**config.mk**
```make
export PLATFORM = sky130hd
export DESIGN_NAME = stage3_fetch_unit
export DESIGN_NICKNAME = d
export VERILOG_FILES = /design/src/rtl/stage3_types_pkg.sv /design/src/rtl/stage3_npc_select.sv /design/src/rtl/stage3_fetch_unit.sv
export SDC_FILE = /design/constraint.sdc
export NUM_CORES = 1
export LEC_CHECK = 0
export ABC_AREA = 1
export BUFFER_PORTS_ARGS = -buffer_cell sky130_fd_sc_hd__buf_2
export CORE_MARGIN = 1
export CORE_UTILIZATION = 40
export CTS_BUF_LIST = sky130_fd_sc_hd__clkbuf_4
export CTS_CLUSTER_SIZE = 24
export DETAILED_ROUTE_END_ITERATION = 10
export PLACE_DENSITY = 0.67
export SLEW_MARGIN = 20
export SYNTH_ARGS = -nofsm -noshare
export SYNTH_HDL_FRONTEND = slang
export SYNTH_HIERARCHICAL = 1
export SYNTH_SLANG_ARGS = --single-unit
```
**constraint.sdc**
```tcl
create_clock -name CLK -period 5.15 [get_ports CLK]
set_input_delay 0.2575 -clock CLK [delete_from_list [all_inputs] [get_ports CLK]]
set_output_delay 0.2575 -clock CLK [all_outputs]
set_load 0.02 [all_outputs]
```
**src/rtl/stage3_types_pkg.sv**
```systemverilog
// Shared types and constants for the stage-3 fetch unit.
// Holds the fetch FSM encoding, the NOP word and the default boot address.
package stage3_types_pkg;

    typedef enum logic {
        FETCH   = 1'b0,
        DISCARD = 1'b1
    } fetch_state_t;

    localparam logic [31:0] NOP_INSN         = 32'h0000_0013;
    localparam logic [31:0] DEFAULT_RESET_PC = 32'h8000_0000;

endpackage

```
**src/rtl/stage3_npc_select.sv**
```systemverilog
// Next-PC priority selector: trap/return, then fence re-fetch, then
// branch/jump, then sequential pc+4.
module stage3_npc_select (
    input  logic        insert_priv_pc,
    input  logic [31:0] priv_pc,
    input  logic        rollback,
    input  logic [31:0] rollback_pc,
    input  logic        npc_sel,
    input  logic [31:0] br_jmp_target,
    input  logic [31:0] pc_f,
    output logic [31:0] npc,
    output logic        redirect
);

    always_comb begin
        npc      = pc_f + 32'd4;
        redirect = insert_priv_pc | rollback | npc_sel;
        if (insert_priv_pc) begin
            npc = priv_pc;
        end else if (rollback) begin
            npc = rollback_pc;
        end else if (npc_sel) begin
            npc = br_jmp_target;
        end
    end

endmodule

```
**src/rtl/stage3_fetch_unit.sv**
```systemverilog
// Instruction fetch: PC register, memory request FSM and the
// fetch/execute latch. Orphaned responses are drained in DISCARD.
module stage3_fetch_unit
    import stage3_types_pkg::*;
#(
    parameter logic [31:0] RESET_PC = DEFAULT_RESET_PC
) (
    input  logic        CLK,
    input  logic        RST,
    input  logic        pc_en,
    input  logic        npc_sel,
    input  logic [31:0] br_jmp_target,
    input  logic        insert_priv_pc,
    input  logic [31:0] priv_pc,
    input  logic        rollback,
    input  logic [31:0] rollback_pc,
    input  logic        suppress_iren,
    input  logic        if_ex_stall,
    input  logic        if_ex_flush,
    output logic        iren,
    output logic [31:0] iaddr,
    input  logic        i_busy,
    input  logic [31:0] irdata,
    output logic        i_mem_busy,
    output logic [31:0] pc_f,
    output logic        fe_valid,
    output logic [31:0] fe_pc,
    output logic [31:0] fe_instr,
    output logic        fe_mal_insn
);

    fetch_state_t state_q, state_d;
    logic [31:0]  pc_q, pc_d;
    logic [31:0]  stale_q, stale_d;
    logic         valid_q, valid_d;
    logic [31:0]  fpc_q, fpc_d;
    logic [31:0]  instr_q, instr_d;
    logic         mal_q, mal_d;

    logic [31:0]  npc;
    logic         redirect;
    logic         aligned;
    logic         complete;

    stage3_npc_select u_npc (
        .insert_priv_pc (insert_priv_pc),
        .priv_pc        (priv_pc),
        .rollback       (rollback),
        .rollback_pc    (rollback_pc),
        .npc_sel        (npc_sel),
        .br_jmp_target  (br_jmp_target),
        .pc_f           (pc_q),
        .npc            (npc),
        .redirect       (redirect)
    );

    assign aligned = (pc_q[1:0] == 2'b00);
    assign pc_d    = pc_en ? npc : pc_q;

    always_comb begin
        state_d    = state_q;
        stale_d    = stale_q;
        iren       = 1'b0;
        iaddr      = pc_q;
        i_mem_busy = 1'b0;
        unique case (state_q)
            FETCH: begin
                iren       = !suppress_iren && aligned;
                iaddr      = pc_q;
                i_mem_busy = iren && i_busy;
                // A redirect leaves the in-flight request orphaned
                if (redirect && pc_en && iren && i_busy) begin
                    stale_d = pc_q;
                    state_d = DISCARD;
                end
            end
            DISCARD: begin
                iren       = 1'b1;
                iaddr      = stale_q;
                i_mem_busy = 1'b1;
                if (!i_busy) begin
                    state_d = FETCH;
                end
            end
            default: state_d = FETCH;
        endcase
    end

    assign complete = (state_q == FETCH) && iren && !i_busy;

    always_comb begin
        valid_d = valid_q;
        fpc_d   = fpc_q;
        instr_d = instr_q;
        mal_d   = mal_q;
        if (if_ex_flush) begin
            valid_d = 1'b0;
        end else if (if_ex_stall) begin
            valid_d = valid_q;
        end else if (complete && !redirect) begin
            valid_d = 1'b1;
            fpc_d   = pc_q;
            instr_d = irdata;
            mal_d   = 1'b0;
        end else if ((state_q == FETCH) && !aligned) begin
            valid_d = 1'b1;
            fpc_d   = pc_q;
            instr_d = NOP_INSN;
            mal_d   = 1'b1;
        end else begin
            valid_d = 1'b0;
        end
    end

    always_ff @(posedge CLK) begin
        if (RST) begin
            state_q <= FETCH;
            pc_q    <= RESET_PC;
            stale_q <= 32'h0;
            valid_q <= 1'b0;
            fpc_q   <= 32'h0;
            instr_q <= NOP_INSN;
            mal_q   <= 1'b0;
        end else begin
            state_q <= state_d;
            pc_q    <= pc_d;
            stale_q <= stale_d;
            valid_q <= valid_d;
            fpc_q   <= fpc_d;
            instr_q <= instr_d;
            mal_q   <= mal_d;
        end
    end

    assign pc_f        = pc_q;
    assign fe_valid    = valid_q;
    assign fe_pc       = fpc_q;
    assign fe_instr    = instr_q;
    assign fe_mal_insn = mal_q;

endmodule

```
# ---- Yosys cells after proc, flatten, opt, wreduce, memory -nomap -nowiden
# Cells that the tools add are included.
# W data, S select, Z words.
dict set report totals {
  register_bits 131
  output_inout_bits 132
}
dict set report classes {
  addsub 1
  n_mux 17
  n_bitwise 5
  n_reduce_logical 18
}
# op count
set ops {}
lappend ops {{$mux W32} 7}
lappend ops {{$pmux W32 S2} 1}
lappend ops {{$add A32 B3 Y32 const B} 1}
lappend ops {{$logic_and A1 B1 Y1} 9}
lappend ops {{$mux W1} 6}
lappend ops {{$pmux W1 S2} 3}
lappend ops {{$logic_not A1 Y1} 4}
lappend ops {{$not A1 Y1} 3}
lappend ops {{$reduce_and A3 Y1} 1}
lappend ops {{$logic_not A2 Y1} 1}
lappend ops {{$or A1 B1 Y1} 2}
lappend ops {{$reduce_and A2 Y1} 1}
lappend ops {{$reduce_bool A2 Y1} 1}
lappend ops {{$reduce_or A2 Y1} 1}

# ---- Depth between registers and ports, before layout
# Gate-level depths: netlist (run 1).
dict set report depth {
  word_depth 8
  depth_mapped 12
}

# ---- Hierarchy
# The synthesis (run 1) kept the hierarchy.
# mod n_inst cells_per_inst area_per_inst_um2 seq_area_each_um2
set modules_own_cells {}
lappend modules_own_cells {stage3_fetch_unit 1 664 5092.4 2622.5}
lappend modules_own_cells {stage3_npc_select 1 419 1846.8 0.0}

# ---- Least setup slack after synthesis (run 1)
# OpenSTA, ideal clock, no wires.
dict set report synth_timing {
  path_type {register to register}
  from {register pc_q[2] (netlist: pc_f[2])}
  to {register pc_q[16] (netlist: pc_f[16])}
  arrival_ns 1.735
  t_required_ns 5.017
  setup_slack_ns 3.283
  stages_incl_launch_ff 13
  path_buffers 0
  synth_period_minus_slack_ns 1.867
  path_cell_list {dfxtp_1 ha_1 nand2_1 nor2_4 nand2_1 nor2_1 nor2_1 o21ai_0 nand2_1 nand2_1 nand2_1 o21ai_0 a21oi_1}
}
dict set report synth_via {
  elab_chain_cells 4
}
# element line_no
set synth_lines {}
lappend synth_lines {{start, declared} stage3_fetch_unit.sv:33} ;# logic [31:0] pc_q, pc_d;
lappend synth_lines {{start signal, assigned} stage3_fetch_unit.sv:126} ;# pc_q <= pc_d;
lappend synth_lines {{$add A32 B3 Y32} stage3_npc_select.sv:16} ;# npc = pc_f + 32'd4;
lappend synth_lines {{$mux W32} stage3_npc_select.sv:22} ;# end else if (npc_sel) begin
lappend synth_lines {{$mux W32} stage3_npc_select.sv:20} ;# end else if (rollback) begin
lappend synth_lines {{$mux W32} stage3_npc_select.sv:18} ;# if (insert_priv_pc) begin
lappend synth_lines {{net npc[16]} stage3_fetch_unit.sv:40} ;# logic [31:0] npc;
# The timed path passes the listed nets, and every way through them passes these cells.
# A chain may end at the register's enable or synchronous reset.

# ---- Worst setup path after layout (run 1)
dict set report layout_timing {
  from {input rollback}
  to {register fpc_q[1] (netlist: fe_pc[1])}
}
dict set report layout_via {
  elab_chain_cells 6
}
# element line_no
set layout_lines {}
lappend layout_lines {{start, declared} stage3_fetch_unit.sv:15} ;# input logic rollback,
lappend layout_lines {{$or A1 B1 Y1 (*) (2 in series)} stage3_npc_select.sv:17} ;# redirect = insert_priv_pc | rollback | npc_sel;
lappend layout_lines {{net redirect} stage3_fetch_unit.sv:41} ;# logic redirect;
lappend layout_lines {{$logic_not A1 Y1 (*)} stage3_fetch_unit.sv:100} ;# end else if (complete && !redirect) begin
lappend layout_lines {{$logic_and A1 B1 Y1 (*)} stage3_fetch_unit.sv:100}
lappend layout_lines {{$reduce_bool A2 Y1 (no line)} --}
lappend layout_lines {{$reduce_and A3 Y1 (no line)} --}
lappend layout_lines {{end signal, assigned} stage3_fetch_unit.sv:129} ;# fpc_q <= fpc_d;
lappend layout_lines {{end, declared} stage3_fetch_unit.sv:36} ;# logic [31:0] fpc_q, fpc_d;
# The timed path passes the listed nets; every way through them passes the cells marked *.

==> results.py, run 1 <==
metrics = {
    "synth": {
        "synth-seq-cells": 131,
        "ys.warnings.count": 6,
        "yosysUniqueCellTypes": 28,
        "synth.top_cells.by_area": "sky130_fd_sc_hd__dfxtp_1 38%, sky130_fd_sc_hd__nand2_1 12%, sky130_fd_sc_hd__a21oi_1 11%",
        "synth.avg_cell_area_um2": 6.41,
        "syn-num-nets": 1222,
        "post-synth-top-area-cell": "sky130_fd_sc_hd__dfxtp_1",
        "syn-instance-count": 1083,
        "synth_sequential_area_ratio": 0.378,
        "synthesis.area_um2": 6940,
        "netlist.area_leader.share": 0.378,
    },
    "power": {
        "irDropWorstVdd_mv": 0.110,
        "power_density_nw_per_um2": 259,
        "p_leak_nw": 3.92,
    },
    "floorplanning": {
        "core_rows": 47,
        "die_width_um": 134,
        "floorplan.die.height_um": 134,
        "dieArea_um2": 17900,
        "core_area_um2": 16800,
        "start_util": 0.414,
        "io_pins": 270,
    },
    "route": {
        "drt_wl_total_um": 23600,
        "vias": 8005,
        "drt.antenna.violating_nets": 0,
        "vias_per_cell": 5.09,
        "detail_route.drc_violations": 0,
        "drt-initial-drc-count": 637,
        "detailedRoute.firstPassIterationCount": 5,
        "detail_route.wl_per_cell_um": 15.0,
    },
    "sta": {
        "post-route-period-util": 0.535,
        "timing.final.setup_violations": 0,
        "fin_worst_skew_ns": 0.0144,
        "maxClockFrequency_ghz": 0.363,
        "pnr_worst_setup_slack_ns": 2.39,
        "timing_hold_violations_final": 0,
        "max_slew.worst_pin.slew_ns": 0.774,
        "finalWorstPathRequiredPeriod_ns": 2.76,
        "rsz_0062_raised_after_global_routing": "false",
        "finalMaxSlewViolations": 0,
        "totalNegativeSetupSlack_ns": 0,
        "hold_slack_ns": 0.0388,
        "max-slew-margin-rel": 0.483,
    },
    "clocking": {
        "root_cell_of_the_clock_tree": "sky130_fd_sc_hd__clkbuf_4",
        "clk_latency_ns": 0.57,
        "clock_path_buffers": 2,
        "cts-htree-levels": 4,
        "tritoncts.num_buffers": 17,
        "cts_post_setup_buffers_inserted": 0,
        "cts_tree": "yes",
        "tritoncts_num_sinks": 131,
        "clkSlewWorstSetupHoldPaths_ns": 0.13,
        "cts_resized": 0,
    },
    "worst_setup_path": {
        "cp_cell_sequence": "buf_2, buf_4, inv_1, nand3_1, nor2_4, nand2_4, nand2_2, nand2_4, nand2_1, a21oi_1",
        "cp_top_family": "simple AND/OR/NAND/NOR gates",
        "critPathMaxStageDelay_ns": 0.59,
        "crit_path_max_fanout": 65,
        "criticalPathCategory": "input pin to flip-flop",
        "critical_path_arrival_ns": 3.20,
        "worst_ep_required_time_ns": 5.60,
        "timing.critical_path.buf_inv": 3,
        "critPathMostFrequentCell": "sky130_fd_sc_hd__nand2_4",
        "nature_of_the_critical_path_endpoint": "flip-flop",
        "critical_path_slowest_stage_cell": "sky130_fd_sc_hd__nand2_4",
        "setup.worst_path.start_class": "input pin",
    },
    "cells_and_area": {
        "layout_common_cells": "269 x sky130_fd_sc_hd__buf_2, 230 x sky130_fd_sc_hd__nand2_1, 177 x sky130_fd_sc_hd__nor2_1",
        "layout_cell_share_with_drive_strength_beyond_1": 0.249,
        "layout.filler_cells": 1758,
        "layout.cells.most_common": "sky130_fd_sc_hd__buf_2",
        "layout.nets": 1478,
        "area_delta_synth_final_pct": 28.3,
    },
    "worst_hold_path": {
        "worstHoldPathType": "input pin to flip-flop",
    },
    "global_routing": {
        "grt_pass1_wl_um": 37600,
        "grt_start_max_net_pins": 67,
        "antenna_found_initial": 1,
        "global_route.overflow_total": 0,
        "grt_pass1_vias": 7276,
        "globalRouteTotalUtil": 0.268,
    },
    "placed_design": {
        "place.port_buffers": 269,
        "preCtsSetupSlack_ns": 1.83,
        "dp_hpwl_um": 16000,
        "finalWeightedCongestion": 0.832,
    },
    "job": {
        "drv.max_cap_violation_count": 0,
    },
    "run_status": {
        "run_status": "finished clean",
    },
}
==> where the power goes <==
part | internal, mW | switching (mW) | leakage [nW] | total, mW
clock | 0.301 | 0.440 | 0.154 | 0.742
combinational | 0.164 | 0.284 | 2.70 | 0.449
sequential | 1.05 | 0.0595 | 1.07 | 1.11
total | 1.52 | 0.784 | 3.92 | 2.30
==> synthesized netlist by cell type <==
cell type                  number
sky130_fd_sc_hd__xor2_1         6
sky130_fd_sc_hd__nand2_1      230
sky130_fd_sc_hd__nand3_2        1
sky130_fd_sc_hd__o21ai_0      111
sky130_fd_sc_hd__dfxtp_1      131
sky130_fd_sc_hd__a21oi_1      147
sky130_fd_sc_hd__clkinv_1       2
sky130_fd_sc_hd__a211oi_1       1
sky130_fd_sc_hd__nor3_1         2
sky130_fd_sc_hd__buf_6          9
sky130_fd_sc_hd__o21bai_1       1
sky130_fd_sc_hd__and2_1         1
sky130_fd_sc_hd__inv_1         62
sky130_fd_sc_hd__nand3b_1       4
sky130_fd_sc_hd__buf_4          3
sky130_fd_sc_hd__or2_0          1
sky130_fd_sc_hd__ha_1           1
sky130_fd_sc_hd__xnor2_1        4
sky130_fd_sc_hd__clkbuf_1      48
sky130_fd_sc_hd__nor2_1       178
sky130_fd_sc_hd__inv_2          5
sky130_fd_sc_hd__nor2_2         1
sky130_fd_sc_hd__nand2_4        2
sky130_fd_sc_hd__buf_2         14
sky130_fd_sc_hd__nand3_1      101
sky130_fd_sc_hd__nor2_4         8
sky130_fd_sc_hd__nand2_2        7
sky130_fd_sc_hd__o211ai_1       2
==> registers in the layout, summed over array words and instances (netlist names) <==
signal       count
fe_instr        32
fe_mal_insn      1
stale_q         32
fe_pc           32
pc_f            32
state_q          1
fe_valid         1
==> worst register-to-register path, stage by stage (launching register included) <==
cell and delay [ns]:
sky130_fd_sc_hd__dfxtp_1 0.38, sky130_fd_sc_hd__inv_2 0.11, sky130_fd_sc_hd__nand2_2 0.08, sky130_fd_sc_hd__nor2_4 0.16, sky130_fd_sc_hd__nand2_4 0.08, sky130_fd_sc_hd__nand2_2 0.54, sky130_fd_sc_hd__nand2_4 0.59, sky130_fd_sc_hd__nand2_1 0.25
sky130_fd_sc_hd__a21oi_1 0.08
==> final timing paths <==
| path | startpoint | end | slack [ns] | depth (start not counted) |
|---|---|---|---|---|
| worst max register to register | pc_f[0]$_SDFFE_PP0P_ | fe_pc[1]$_SDFFE_PP0P_ | 2.76 | 8 |
| worst min register to register | stale_q[0]$_SDFFE_PP0P_ | stale_q[0]$_SDFFE_PP0P_ | 0.46 | 2 |
| worst max-delay path | rollback | fe_pc[1]$_SDFFE_PP0P_ | 2.39 | 10 |
| worst min-delay path | irdata[0] | fe_instr[0]$_SDFFE_PP1P_ | 0.04 | 4 |
==> per-stage QoR <==
stage	util	std cells	area (um2)	power, mW
floorplan	-	1083	6940	1.40
global placement	0.493	1507	8260	1.56
detailed placement	0.493	1507	8270	1.56
CTS	0.531	1572	8900	2.32
global route	0.531	1573	8900	2.42
finish	0.531	1573	8900	2.30
==> layer usage <==
metal	wire, um	global-route usage
met4	588	0.0972
met3	1410	0.0502
met1	10400	0.348
met2	11100	0.439
met5	0	0
==> kinds of logic (layout without fill, tap and decap cells) <==
| kind of cell | after synthesis | in the layout | synth area share |
|---|---|---|---|
| XOR/XNOR | 10 | 10 | 0.0126 |
| buffers and inverters | 143 | 412 | 0.0912 |
| adder cells (fa/ha/maj) | 1 | 1 | 0.00180 |
| AND/OR/NAND/NOR | 536 | 536 | 0.326 |
| flip-flops | 131 | 131 | 0.378 |
| other | 0 | 1 | 0 |
| AO/OA/AOI/OAI | 262 | 262 | 0.190 |
==> area by class of cell <==
type,count,area (um2),area share
Antenna cell,1,2.50,0.000281
Clock buffer,17,128,0.0143
Clock inverter,15,171,0.0193
Inverter,69,259,0.0291
Multi-Input combinational cell,809,3700,0.415
Sequential cell,131,2620,0.295
Tap cell,220,275,0.0309
Timing Repair Buffer,311,1740,0.196
==> repair_timing <==
item,4_1_cts,5_1_grt
endpoints found under the hold margin,32,0
hold buffers,33,0
setup endpoints to repair,0,0
No activity file was read; power rests on OpenSTA's default activity.
==> inputs of run 2 (changes only) <==
clock period = 2.8 ns   (was 5.15 ns; I/O delays follow)
==> run 2 against run 1 <==
Compared with the run above:
- utilization up 1.9 points
- wire length up 4.3%
- final area up 3.5%
- clock power up 97%
- sequential power up 84%
- critical path type is now flip-flop to flip-flop
==> results.py, run 2 (synthesis results as in run 1) <==
metrics = {
    "sta": {
        "timing_hold_violations_final": 0,
        "timing.final.setup_violations": 0,
        "max-slew-margin-rel": 0.521,
        "max_slew.worst_pin.slew_ns": 0.719,
        "post-route-period-util": 0.883,
        "maxClockFrequency_ghz": 0.405,
        "fin_worst_skew_ns": 0.0114,
        "finalWorstPathRequiredPeriod_ns": 2.47,
        "finalMaxSlewViolations": 0,
        "rsz_0062_raised_after_global_routing": "false",
        "totalNegativeSetupSlack_ns": 0,
    },
    "cells_and_area": {
        "post_layout_nonfiller_instances": 1602,
        "layout.cells.most_common": "sky130_fd_sc_hd__buf_2",
        "layout_cell_share_with_drive_strength_beyond_1": 0.247,
        "area_delta_synth_final_pct": 32.7,
        "layout.nets": 1507,
        "layout_common_cells": "269 x sky130_fd_sc_hd__buf_2, 230 x sky130_fd_sc_hd__nand2_1, 177 x sky130_fd_sc_hd__nor2_1",
    },
    "route": {
        "vias_per_cell": 5.08,
        "detail_route.drc_violations": 0,
        "vias": 8146,
        "drt-initial-drc-count": 505,
        "drt.antenna.violating_nets": 0,
        "detailedRoute.firstPassIterationCount": 6,
        "drt_wl_total_um": 24600,
        "detail_route.wl_per_cell_um": 15.4,
    },
    "job": {
        "drv.max_cap_violation_count": 0,
    },
    "floorplanning": {
        "die_width_um": 134,
        "floorplan.die.height_um": 134,
        "start_util": 0.414,
        "core_rows": 47,
        "io_pins": 270,
        "core_area_um2": 16800,
        "dieArea_um2": 17900,
    },
    "clocking": {
        "cts_hold_buffers": 57,
        "cts_resized": 0,
        "tritoncts_num_sinks": 131,
        "cts_tree": "yes",
        "tritoncts.num_buffers": 17,
        "clk_latency_ns": 0.54,
        "root_cell_of_the_clock_tree": "sky130_fd_sc_hd__clkbuf_4",
        "cts-htree-levels": 4,
        "clkSlewWorstSetupHoldPaths_ns": 0.12,
        "cts_post_setup_buffers_inserted": 0,
        "clock_path_buffers": 2,
    },
    "power": {
        "clock_power_share": 0.334,
        "p_leak_nw": 4.05,
        "power_density_nw_per_um2": 475,
        "power_frac_comb": 0.199,
        "internal_power_mw": 2.99,
        "power.share.sequential": 0.467,
        "p_sw_frac": 0.315,
        "irDropWorstVdd_mv": 0.264,
        "power_switching_mw": 1.38,
    },
    "global_routing": {
        "grt_pass1_wl_um": 38900,
        "global_route.overflow_total": 0,
        "use_met3": 0.0487,
        "globalRouteTotalUtil": 0.276,
        "globalRoute.busiestLayer": "met2",
        "grt_pass1_vias": 7641,
        "antenna_found_initial": 1,
        "grt_use_met2": 0.454,
        "groute.layer.met1.usage": 0.350,
        "grt_start_max_net_pins": 67,
    },
    "worst_setup_path": {
        "setup.worst_path.start_class": "flip-flop",
        "ff_to_ff_start": "pc_f[22]$_SDFFE_PP0P_",
        "nature_of_the_critical_path_endpoint": "flip-flop",
        "startpoint": "pc_f[22]$_SDFFE_PP0P_",
        "crit_path_max_fanout": 8,
        "criticalPathCategory": "flip-flop to flip-flop",
        "critical_path_arrival_ns": 2.92,
        "worst_ep_required_time_ns": 3.25,
    },
    "placed_design": {
        "dp_hpwl_um": 16600,
        "place.port_buffers": 269,
        "placed_cell_count": 1512,
        "finalWeightedCongestion": 0.826,
    },
    "worst_hold_path": {
        "min-delay-start": "priv_pc[7]",
        "worstHoldPathType": "input pin to flip-flop",
    },
    "run_status": {
        "run_status": "finished clean",
    },
}
[run 2: routing by layer]
layer	part of all wire	wire length, um	up-vias
li1	-	-	4088
met1	0.43	10600	3655
met2	0.47	11500	337
met3	0.068	1660	66
met4	0.035	861	0
met5	0	0	-
[run 2: area by class of cell]
| type | count | area (um2) |
|---|---|---|
| fillers | 1740 | 7550 |
| multi-input cells | 809 | 3690 |
| flip-flops and latches | 131 | 2620 |
| diodes | 1 | 2.50 |
| repair buffers | 340 | 2030 |
| inverters | 69 | 259 |
| clock buffers | 19 | 143 |
| well taps | 220 | 275 |
| clock inverters | 13 | 181 |
[run 2: worst paths after layout]
check,endpoint,slack [ns],depth (start not counted)
worst min register to register,stale_q[0]$_SDFFE_PP0P_,0.45,2
worst max register to register,pc_f[31]$_SDFFE_PP1P_,0.33,12
worst min-delay path,pc_f[7]$_SDFFE_PP0P_,0.05,5
worst max-delay path,pc_f[31]$_SDFFE_PP1P_,0.33,12
[run 2: per-stage QoR]
stage,worst slack [ns],area (um2),total power [mW],hold slack [ns],utilization
3_5_place_dp,0.577,8310,2.89,0.411,0.496
6_report,0.328,9210,4.37,0.0462,0.550
5_1_grt,0.140,9210,4.59,0.0476,0.550
3_3_place_gp,0.676,8310,2.88,0.410,0.496
2_1_floorplan,0.933,6940,2.57,0.251,-
4_1_cts,0.350,9210,4.42,0.00443,0.549
[run 2: critical path, cell delays in order, from the launching register on]
cell                            delay, ns
sky130_fd_sc_hd__dfxtp_1             0.63
sky130_fd_sc_hd__nand2_1             0.13
sky130_fd_sc_hd__nor2_1              0.20
sky130_fd_sc_hd__nand2_1             0.10
sky130_fd_sc_hd__nor2_1              0.19
sky130_fd_sc_hd__nand2_1             0.07
sky130_fd_sc_hd__nand2_1             0.06
sky130_fd_sc_hd__nand3_1             0.07
sky130_fd_sc_hd__nand2_1             0.09
sky130_fd_sc_hd__a21oi_1             0.07
sky130_fd_sc_hd__a21oi_1             0.14
sky130_fd_sc_hd__o21ai_0             0.09
sky130_fd_sc_hd__dlygate4sd3_1       0.55
[run 2: power by group through the flow]
stage	clock network [mW]	logic, mW	registers (mW)
floorplan	0	0.457	2.11
global placement	0	0.798	2.08
detailed placement	0	0.805	2.08
CTS	1.51	0.865	2.04
global route	1.58	0.958	2.05
finish	1.46	0.869	2.04
